**config.mk**
```make
export PLATFORM = sky130hd
export DESIGN_NAME = sum_narrow_sat
export DESIGN_NICKNAME = d
export VERILOG_FILES = /design/src/rtl/sum_narrow_sat.sv
export SDC_FILE = /design/constraint.sdc
export NUM_CORES = 1
export LEC_CHECK = 0
export ABC_AREA = 0
export CORE_MARGIN = 4
export CORE_UTILIZATION = 50
export CTS_CLUSTER_DIAMETER = 30
export DETAILED_ROUTE_END_ITERATION = 7
export GPL_ROUTABILITY_DRIVEN = 1
export PLACE_DENSITY_LB_ADDON = 0.25
export SYNTH_ARGS = -nofsm -noshare
export SYNTH_HDL_FRONTEND = slang
export SYNTH_SLANG_ARGS = --single-unit
```
**constraint.sdc**
```tcl
create_clock -name Clock -period 2 [get_ports Clock]
set_input_delay 0.4 -clock Clock [delete_from_list [all_inputs] [get_ports Clock]]
set_output_delay 0.4 -clock Clock [all_outputs]
set_load 0.03 [all_outputs]
```
**src/rtl/sum_narrow_sat.sv**
```systemverilog
`default_nettype none
//-----------------------------------------------------------------------------
// Module   : sum_narrow_sat
// Purpose  : Narrows wide, overflow-free sums back to the datapath element
//            width. Each sum is right-shifted by SHIFT with round-half-up,
//            then saturated to OUT_WIDTH bits. Two-stage valid/ready pipeline
//            with a sticky, non-wrapping saturation event counter.
// Ports    : Clock      - system clock, rising edge
//            Reset_n    - asynchronous active-low reset
//            in_valid   - in_sum valid this cycle
//            in_ready   - block accepts in_sum this cycle
//            in_sum     - unsigned wide sum (IN_WIDTH bits)
//            out_valid  - out_data valid
//            out_ready  - downstream accepts out_data
//            out_data   - rounded, saturated result (OUT_WIDTH bits)
//            out_sat    - out_data was clipped (qualified by out_valid)
//            sat_count  - number of saturated results delivered
//            sat_clr    - synchronous clear of sat_count (has priority)
// Revision : 1.0 - initial release
//-----------------------------------------------------------------------------
module sum_narrow_sat #(
   parameter int IN_WIDTH  = 11,
   parameter int OUT_WIDTH = 8,
   parameter int SHIFT     = 1,
   parameter int CNT_WIDTH = 16
) (
   input  logic                 Clock,
   input  logic                 Reset_n,
   input  logic                 in_valid,
   output logic                 in_ready,
   input  logic [IN_WIDTH-1:0]  in_sum,
   output logic                 out_valid,
   input  logic                 out_ready,
   output logic [OUT_WIDTH-1:0] out_data,
   output logic                 out_sat,
   output logic [CNT_WIDTH-1:0] sat_count,
   input  logic                 sat_clr
);

   // One extra bit so that adding the rounding constant can never wrap.
   logic [IN_WIDTH:0]  rnd;
   logic [IN_WIDTH:0]  sum_ext;
   logic [IN_WIDTH:0]  scaled;

   logic               s1_valid;
   logic [IN_WIDTH:0]  s1_r;
   logic               s1_sat;
   logic [OUT_WIDTH-1:0] s1_data;

   logic               s2_load;
   logic               out_hs;
   logic               sat_inc;

   // Half an LSB of the shifted result; no rounding when nothing is shifted out.
   generate
      if (SHIFT > 0) begin : g_rnd
         assign rnd = {{IN_WIDTH{1'b0}}, 1'b1} << (SHIFT - 1);
      end else begin : g_no_rnd
         assign rnd = '0;
      end
   endgenerate

   assign sum_ext = {1'b0, in_sum} + rnd;
   assign scaled  = sum_ext >> SHIFT;

   // Any set bit above the output width means the value does not fit.
   assign s1_sat  = |s1_r[IN_WIDTH:OUT_WIDTH];
   assign s1_data = s1_sat ? {OUT_WIDTH{1'b1}} : s1_r[OUT_WIDTH-1:0];

   // s2 can take new data when empty or when its current result leaves now.
   assign s2_load  = s1_valid && (!out_valid || out_ready);
   assign in_ready = !s1_valid || !out_valid || out_ready;
   assign out_hs   = out_valid && out_ready;
   assign sat_inc  = out_hs && out_sat;

   // Stage 1: rescaled value, captured on the input handshake.
   always_ff @(posedge Clock or negedge Reset_n) begin
      if (!Reset_n) begin
         s1_valid <= 1'b0;
         s1_r     <= '0;
      end else if (in_valid && in_ready) begin
         s1_valid <= 1'b1;
         s1_r     <= scaled;
      end else if (s2_load) begin
         s1_valid <= 1'b0;
      end
   end

   // Stage 2: output register; data holds while stalled.
   always_ff @(posedge Clock or negedge Reset_n) begin
      if (!Reset_n) begin
         out_valid <= 1'b0;
         out_data  <= '0;
         out_sat   <= 1'b0;
      end else if (s2_load) begin
         out_valid <= 1'b1;
         out_data  <= s1_data;
         out_sat   <= s1_sat;
      end else if (out_ready) begin
         out_valid <= 1'b0;
      end
   end

   // Saturation event counter: clear wins, but a coinciding event still counts.
   always_ff @(posedge Clock or negedge Reset_n) begin
      if (!Reset_n) begin
         sat_count <= '0;
      end else if (sat_clr) begin
         sat_count <= sat_inc ? {{(CNT_WIDTH-1){1'b0}}, 1'b1} : '0;
      end else if (sat_inc && !(&sat_count)) begin
         sat_count <= sat_count + 1'b1;
      end
   end

endmodule
`default_nettype wire

```
# After elaboration in Yosys (flattened, before gate mapping)
# Cells that the tools add are included.
# W data, S select, Z words.
[word_totals]
latchBits = 0
ff_bits = 38
wordCells = 32
out_inout_bits = 27
mem_bits_ro = 0
inputBits = 16
memories = 0
mem_bits_rw = 0
[classes]
n_eq_ne = 0
div = 0
reduce_logical = 16
n_shift = 0
bitwise = 0
muxes = 8
multipliers = 0
order_cmp = 0
n_addsub = 2
[ops]
columns = ["cell", "count"]
rows = [
  ["$mux W16", 2],
  ["$add A16 B1 Y16 const B", 1],
  ["$reduce_and A16 Y1", 1],
  ["$add A11 B1 Y12 const B", 1],
  ["$mux W8", 1],
  ["$reduce_bool A2 Y1", 3],
  ["$logic_and A1 B1 Y1", 5],
  ["$mux W1", 5],
  ["$logic_not A1 Y1", 3],
  ["$logic_or A1 B1 Y1", 3],
  ["$reduce_or A3 Y1", 1],
]

# Logic depth before layout (Yosys ltp)
# Gate-level depths: netlist of run 1.
[logic_depth]
ltp_word = 5
mapped_depth = 6

# Least setup slack after synthesis of run 1
# Ideal clock, no wire load.
[synth_timing]
kind = "reg-to-reg"
start = "register sat_count[0]"
end = "register sat_count[4]"
required_ps = 1875
setup_time_ps = 125
stages_incl_launch_ff = 7
slack_ps = 97
t_arrival_ps = 1778
period_less_slack_ps = 1903
cell_sequence = "dfrtp_1 -> ha_1 -> nand4_2 -> nor4_4 -> buf_6 -> nor3_2 -> mux2_4"
[synth_via]
elab_chain_len = 4
elab_cells_between_ends = 7
cone_classes = "add/sub: 1; mux: 2; reduce/logical: 4"
[synth_rtl]
columns = ["element", "line", "rtl"]
rows = [
  ["start: declaration", "36", "output logic [CNT_WIDTH-1:0] sat_count,"],
  ["start signal: assignment", "109", "sat_count <= sat_inc ? {{(CNT_WIDTH-1){1'b0}}, 1'b1} : '0;"],
  ["start signal: assignment", "111", "sat_count <= sat_count + 1'b1;"],
  ["branches (longest 4 deep; another with $add A16 B1 Y16)", "--", ""],
]
# Several ways; the timed one is not identified. The select of a mux whose other input is x is not followed.
# A chain may end at the register's enable or synchronous reset.

# Final worst setup path of run 1
[layout_timing]
start = "register sat_count[4]"
end = "output sat_count[4]"
# No word-level cell between the ends.

==> results of run 1 <==
## sequential cells by signal, summed over array words and instances (netlist names)
name       flops
out_data       8
out_sat        1
out_valid      1
s1_r          11
s1_valid       1
sat_count     16
## synthesized netlist by cell type, types with 5 or more instances
cell and instances:
xnor2_1 5, inv_1 5, nand2b_1 5, nand4_1 5, o21ai_0 16, xor2_1 5
a21oi_1 8, nor2_1 8, nand3_1 14, nand2_1 42, dfrtp_1 38
## area by class of cell
cell class                 instances  area, µm²
fill                             320       1130
inverter                           5       18.8
clock buffer                       7       86.3
tap                               48       60.1
multi-input combinational        157        966
timing repair buffer              56        531
sequential                        38        951
clock inverter                     1       5.00
## power by group
group          total [mW]  switching, mW  internal, mW
clock network       0.535          0.258         0.278
registers           0.901         0.0479         0.853
logic               0.465          0.266         0.199
## worst max path at each step
| stage | slack, ns | depth (start not counted) | end | from |
|---|---|---|---|---|
| after CTS | 0.11 | 2 | sat_count[4] | sat_count[4]$_DFFE_PN0P_ |
| after global placement | -0.004 | 5 | sat_count[9]$_DFFE_PN0P_ | out_ready |
| after floorplan | 0.1 | 6 | sat_count[4]$_DFFE_PN0P_ | sat_count[0]$_DFFE_PN0P_ |
| after global routing | 0.08 | 1 | sat_count[2] | sat_count[2]$_DFFE_PN0P_ |
| final | 0.12 | 2 | sat_count[4] | sat_count[4]$_DFFE_PN0P_ |
| after detailed placement | -0.08 | 5 | sat_count[9]$_DFFE_PN0P_ | out_ready |
## per-layer routing
metal / vias up / wire (µm) / share of wire
met4: 0 / 101 / 0.024
met2: 47 / 2230 / 0.52
met1: 841 / 1760 / 0.41
met3: 11 / 203 / 0.047
li1: 851 / - / -
met5: - / 0 / 0
## cells in the final DEF, fill, tap and decap left out, types with 3 or more instances in the layout
master,netlist,final
a21oi_1,8,8
a31oi_1,3,3
buf_4,0,14
clkbuf_8,0,6
clkdlybuf4s50_1,0,40
dfrtp_1,38,38
inv_1,5,5
nand2_1,42,42
nand2b_1,5,5
nand3_1,14,14
nand4_1,5,5
nand4_2,3,3
nor2_1,8,8
nor3_1,4,4
o21ai_0,16,16
o31ai_1,4,4
or4_1,3,3
xnor2_1,5,5
xor2_1,5,5
## stage by stage
step	instances	setup TNS, ns	utilization	setup slack, ns	area [µm²]
floorplan	207	0	-	0.0969	1970
global placement	304	-0.00357	0.675	-0.00357	2530
detailed placement	304	-0.265	0.675	-0.0808	2530
CTS	312	0	0.699	0.109	2620
global route	312	0	0.699	0.0798	2620
finish	312	0	0.699	0.119	2620
## cells by family after synthesis
family	count (synthesis)	share of synthesized area
multiplexers	2	0.0133
AND/OR/NAND/NOR	105	0.302
AO/OA/AOI/OAI	38	0.117
XOR/XNOR	10	0.0444
adder cells (fa/ha/maj)	2	0.0127
flip-flops	38	0.483
buffers and inverters	12	0.0273
==> results.md, run 1 <==
- Worst Skew: 0.00271 ns
- Worst reg2reg startpoint: sat_count[1]$_DFFE_PN0P_
- R2R depth: 5
- DRT Pass-1 Iters: 4
- R2R Setup Slk: 0.24 ns
- Overall Global Routing Usage: 0.184
- Crit-path cells: buf_4 > clkdlybuf4s50_1
- Tmin final: between 1.5 and 2 ns
- Busiest grt layer: met2
- Clock Pin Slew Worst Setup and Hold Paths: ~0.07 ns
- Cell taking the most area after synthesis: dfrtp_1
- Clk sink count: 38
- Die Width: between 70 and 80 µm
- Slew Viols, Final: 0
- Final hold violation count: 0
- Status: finished clean
- Period utilization: 0.940
- Clock root buffer: clkbuf_8
- Final setup viols: 0
- CTS tree: built
- Largest net degree at the start of global routing: 39
- First DRT Iteration DRCs: 145
- Worst hold slack: 0.0636 ns
- CP delay by family, top: buffers and inverters
- CTS Hold Bufs: 0
- Diode count: 0
- Startpoint types: flop
- DR WL/cell: 13.8 µm
- H-Tree Depth: 2
- Post-cts sizing count: 0
- Area contributors post-synth: dfrtp_1 (48%), nand2_1 (8.0%), o21ai_0 (4.1%)
- CTS buffer count: 5
- Gr ovfl total: 0
- Worst slew pin tran: about 1.1 ns
- Die area: 5010 µm²
- Clock buffer depth: 2
- Post-route ant nets: 0
- Post-Syn Nets: 225
- Share of layout cells above drive strength 1: 0.152
- M2 GR Usage: 0.329
- Crit path max fanout: 6
- Worst Path Buf+Inv: 2
- Critical Path Sink Type: output pin
- Post-CTS Setup Bufs: 0
- Max Cap Violations: 0
- Initial Util: 0.526
- Layout Area Growth over Synthesis: 32.8%
- Slowest-stage cell, CP: clkdlybuf4s50_1
- Port bufs: 42
- RSZ-0062 raised after global routing: false
- CP Data Arrival Time: 1.48 ns
- Routed via count: 1750
- Critical Path RT: around 1.6 ns
- Max IR drop VDD: between 0.5 and 0.6 mV
- YS warnings: 0
- Mapped Cells: 207
- Drt total wl: about 4300 µm
- Sequential share of the synthesized area: 0.483
- Synth cell types: 44
- Pwr Density: 726 nW/µm²
- Dpl hpwl: 3200 µm
- DRC Markers: 0
- Max-slew headroom: 0.267
- Initial antenna violation count: 0
- P_leak: 1.10 nW
- Average cell area after synthesis: about 9.5 µm²
- Vias in the first global route: 1702
- RD Place Congestion: 0.801
- M3 GR Usage: 0.0483
- Fmax: 532 MHz
- Worst-skew pair later-pin latency: 0.28 ns
- Core Rows: 22
- Setup CP Type: reg2out
- Ys flop type: dfrtp_1
- Hold Crit Class: in2async
- Synth top area share: 0.483
- M1 GR Usage: 0.205
- Layout Nets: 281
- R2r endpoint: sat_count[4]$_DFFE_PN0P_
- Core Box Area: 3740 µm²
- Die height: 70.8 µm
- First-pass GRT wire length: 7410 µm
- Max incr delay on CP: 0.67 ns
- EDFF count, synth: 0
- Ys async rst share: 1.00
- Final Total Pwr: 1.90 mW
- Via-per-instance ratio: approximately 5.6
- Synth Cell Area: 1970 µm²
- # IOs: between 40 and 50
- Seq cells post-synth: 38
No activity file was read; power rests on OpenSTA's default activity.
==> inputs of run 2 (changes only) <==
CAP_MARGIN = 20   (was unset)
SKIP_CTS_REPAIR_TIMING = 1   (was unset)
==> results.md, run 2 (synthesis gave the netlist of run 1 again) <==
- Diode count: 0 (unchanged)
- Core Rows: 22 (unchanged)
- Worst hold slack: 0.0597 ns (-0.00391 ns)
- Critical Path RT: 1.60 ns (about the same)
- Worst Path Buf+Inv: 2 (unchanged)
- Core Box Area: 3740 µm² (unchanged)
- H-Tree Depth: 2 (unchanged)
- Die height: 70.8 µm (unchanged)
- Startpoint types: flop
- Critical Path Sink Type: output pin
- Period utilization: 0.942 (+0.00162)
- Worst slew pin tran: 0.551 ns (-0.539 ns)
- Clock root buffer: clkbuf_8
- Hold Crit Class: in2async
- Worst Skew: 0.00378 ns (+0.00108 ns)
- Die Width: 70.8 µm (unchanged)
- CP Data Arrival Time: 1.48 ns (about the same)
- Clk sink count: 38 (unchanged)
- R2R Setup Slk: 0.26 ns (+0.02 ns)
- Tmin final: 1.88 ns (+0.00324 ns)
- Max Cap Violations: 0 (unchanged)
- Final hold violation count: 0 (unchanged)
- Post-Place Cell Area: 2530 µm² (unchanged)
- Worst reg2reg startpoint: sat_count[1]$_DFFE_PN0P_
- Crit path max fanout: 6 (unchanged)
- Routed via count: 1756 (+0.34%)
- Max incr delay on CP: 0.67 ns (about the same)
- Drt total wl: 4280 µm (-0.28%)
- DR WL/cell: 13.7 µm (-0.60%)
- Fin cells: 313 (+0.32%)
- Gr ovfl total: 0 (unchanged)
- Share of layout cells above drive strength 1: 0.155 (+0.00320)
- RSZ-0062 raised after global routing: false
- Slew Viols, Final: 0 (unchanged)
- Core Util, Final: 0.701 (+0.00134)
- CP delay by family, top: buffers and inverters
- First DRT Iteration DRCs: 138 (-4.8%)
- Final instance area: 2620 µm² (+0.19%)
- R2r endpoint: sat_count[4]$_DFFE_PN0P_
- CP Depth: 2 (unchanged)
- Clock Pin Slew Worst Setup and Hold Paths: 0.07 ns (about the same)
- Via-per-instance ratio: 5.61 (about the same)
- Port bufs: 42 (unchanged)
- Crit-path cells: buf_4 > clkdlybuf4s50_1
- First-pass GRT wire length: 7410 µm (unchanged)
- Most common cell after layout, fill and taps aside: nand2_1
- Layout Nets: 282 (+0.36%)
- Worst-skew pair later-pin latency: 0.29 ns (about the same)
- Die area: 5010 µm² (unchanged)
- P_leak: 1.10 nW (+0.35%)
- Overall Global Routing Usage: 0.184 (unchanged)
- Max reg flops: 16 (unchanged)
- Max-slew headroom: 0.629 (+0.363)
- Largest register by flop count: sat_count
- Vias in the first global route: 1702 (unchanged)
- Layout Area Growth over Synthesis: 33.1%
- Largest net degree at the start of global routing: 39 (unchanged)
- Initial antenna violation count: 0 (unchanged)
- Initial Util: 0.526 (unchanged)
- Final setup viols: 0 (unchanged)
- DRT Pass-1 Iters: 4 (unchanged)
- Critical Path Sink: sat_count[4]
- Setup CP Type: reg2out
- CTS tree: built
- Dpl hpwl: 3200 µm (unchanged)
- # IOs: 43 (unchanged)
- CTS buffer count: 5 (unchanged)
- Worst setup path startpoint: sat_count[4]$_DFFE_PN0P_
- DRC Markers: 0 (unchanged)
- RD Place Congestion: 0.801 (unchanged)
- Pwr Density: 727 nW/µm² (about the same)
- Max IR drop VDD: 0.577 mV (+0.36%)
- R2R depth: 5 (unchanged)
- # placed instances: 304 (unchanged)
- Status: finished clean
- Post-route ant nets: 0 (unchanged)
- Biggest regs: sat_count: 16 flops, s1_r: 11 flops, out_data: 8 flops
- Fmax: 531 MHz (-0.17%)
- Commonest cells after routing, fill and taps aside: nand2_1 (42), clkdlybuf4s50_1 (40), dfrtp_1 (38)
- Slowest-stage cell, CP: clkdlybuf4s50_1
- Clock buffer depth: 2 (unchanged)
==> run 2: layout make-up <==
| class | count | area, µm² |
|---|---|---|
| Sequential cell | 38 | 951 |
| Inverter | 5 | 18.8 |
| Timing Repair Buffer | 57 | 536 |
| Clock inverter | 1 | 5.00 |
| Tap cell | 48 | 60.1 |
| Multi-Input combinational cell | 157 | 966 |
| Clock buffer | 7 | 86.3 |
| Fill cell | 320 | 1120 |
==> run 2: worst min path at each step <==
stage | start | to | cells past startpoint
2_1_floorplan | Reset_n | out_data[0]$_DFFE_PN0P_ | 0
3_3_place_gp | Reset_n | sat_count[2]$_DFFE_PN0P_ | 2
3_5_place_dp | Reset_n | sat_count[2]$_DFFE_PN0P_ | 2
4_1_cts | Reset_n | sat_count[2]$_DFFE_PN0P_ | 2
5_1_grt | Reset_n | sat_count[15]$_DFFE_PN0P_ | 2
6_report | Reset_n | sat_count[2]$_DFFE_PN0P_ | 2
==> run 2: power by group <==
| group | switching (mW) | internal, mW | total, mW | leakage [nW] |
|---|---|---|---|---|
| Combinational | 0.266 | 0.200 | 0.466 | 0.575 |
| Clock | 0.261 | 0.278 | 0.539 | 0.0482 |
| Sequential | 0.0479 | 0.853 | 0.901 | 0.481 |
| Total | 0.575 | 1.33 | 1.91 | 1.10 |
==> run 2: through the flow <==
stage	setup WS [ns]	total power [mW]	setup TNS, ns
3_3_place_gp	-0.00357	1.38	-0.00357
6_report	0.116	1.91	0
3_5_place_dp	-0.0808	1.39	-0.265
4_1_cts	0.109	1.92	0
5_1_grt	0.0798	2.01	0
2_1_floorplan	0.0969	1.16	0
==> run 2: layer usage <==
metal | wire [µm] | part of all wire | vias to the layer above | global-route usage
met3 | 206 | 0.048 | 11 | 0.0483
met5 | 0 | 0 | - | 0
li1 | - | - | 855 | -
met2 | 2200 | 0.51 | 44 | 0.329
met4 | 115 | 0.027 | 0 | 0.0793
met1 | 1760 | 0.41 | 846 | 0.205
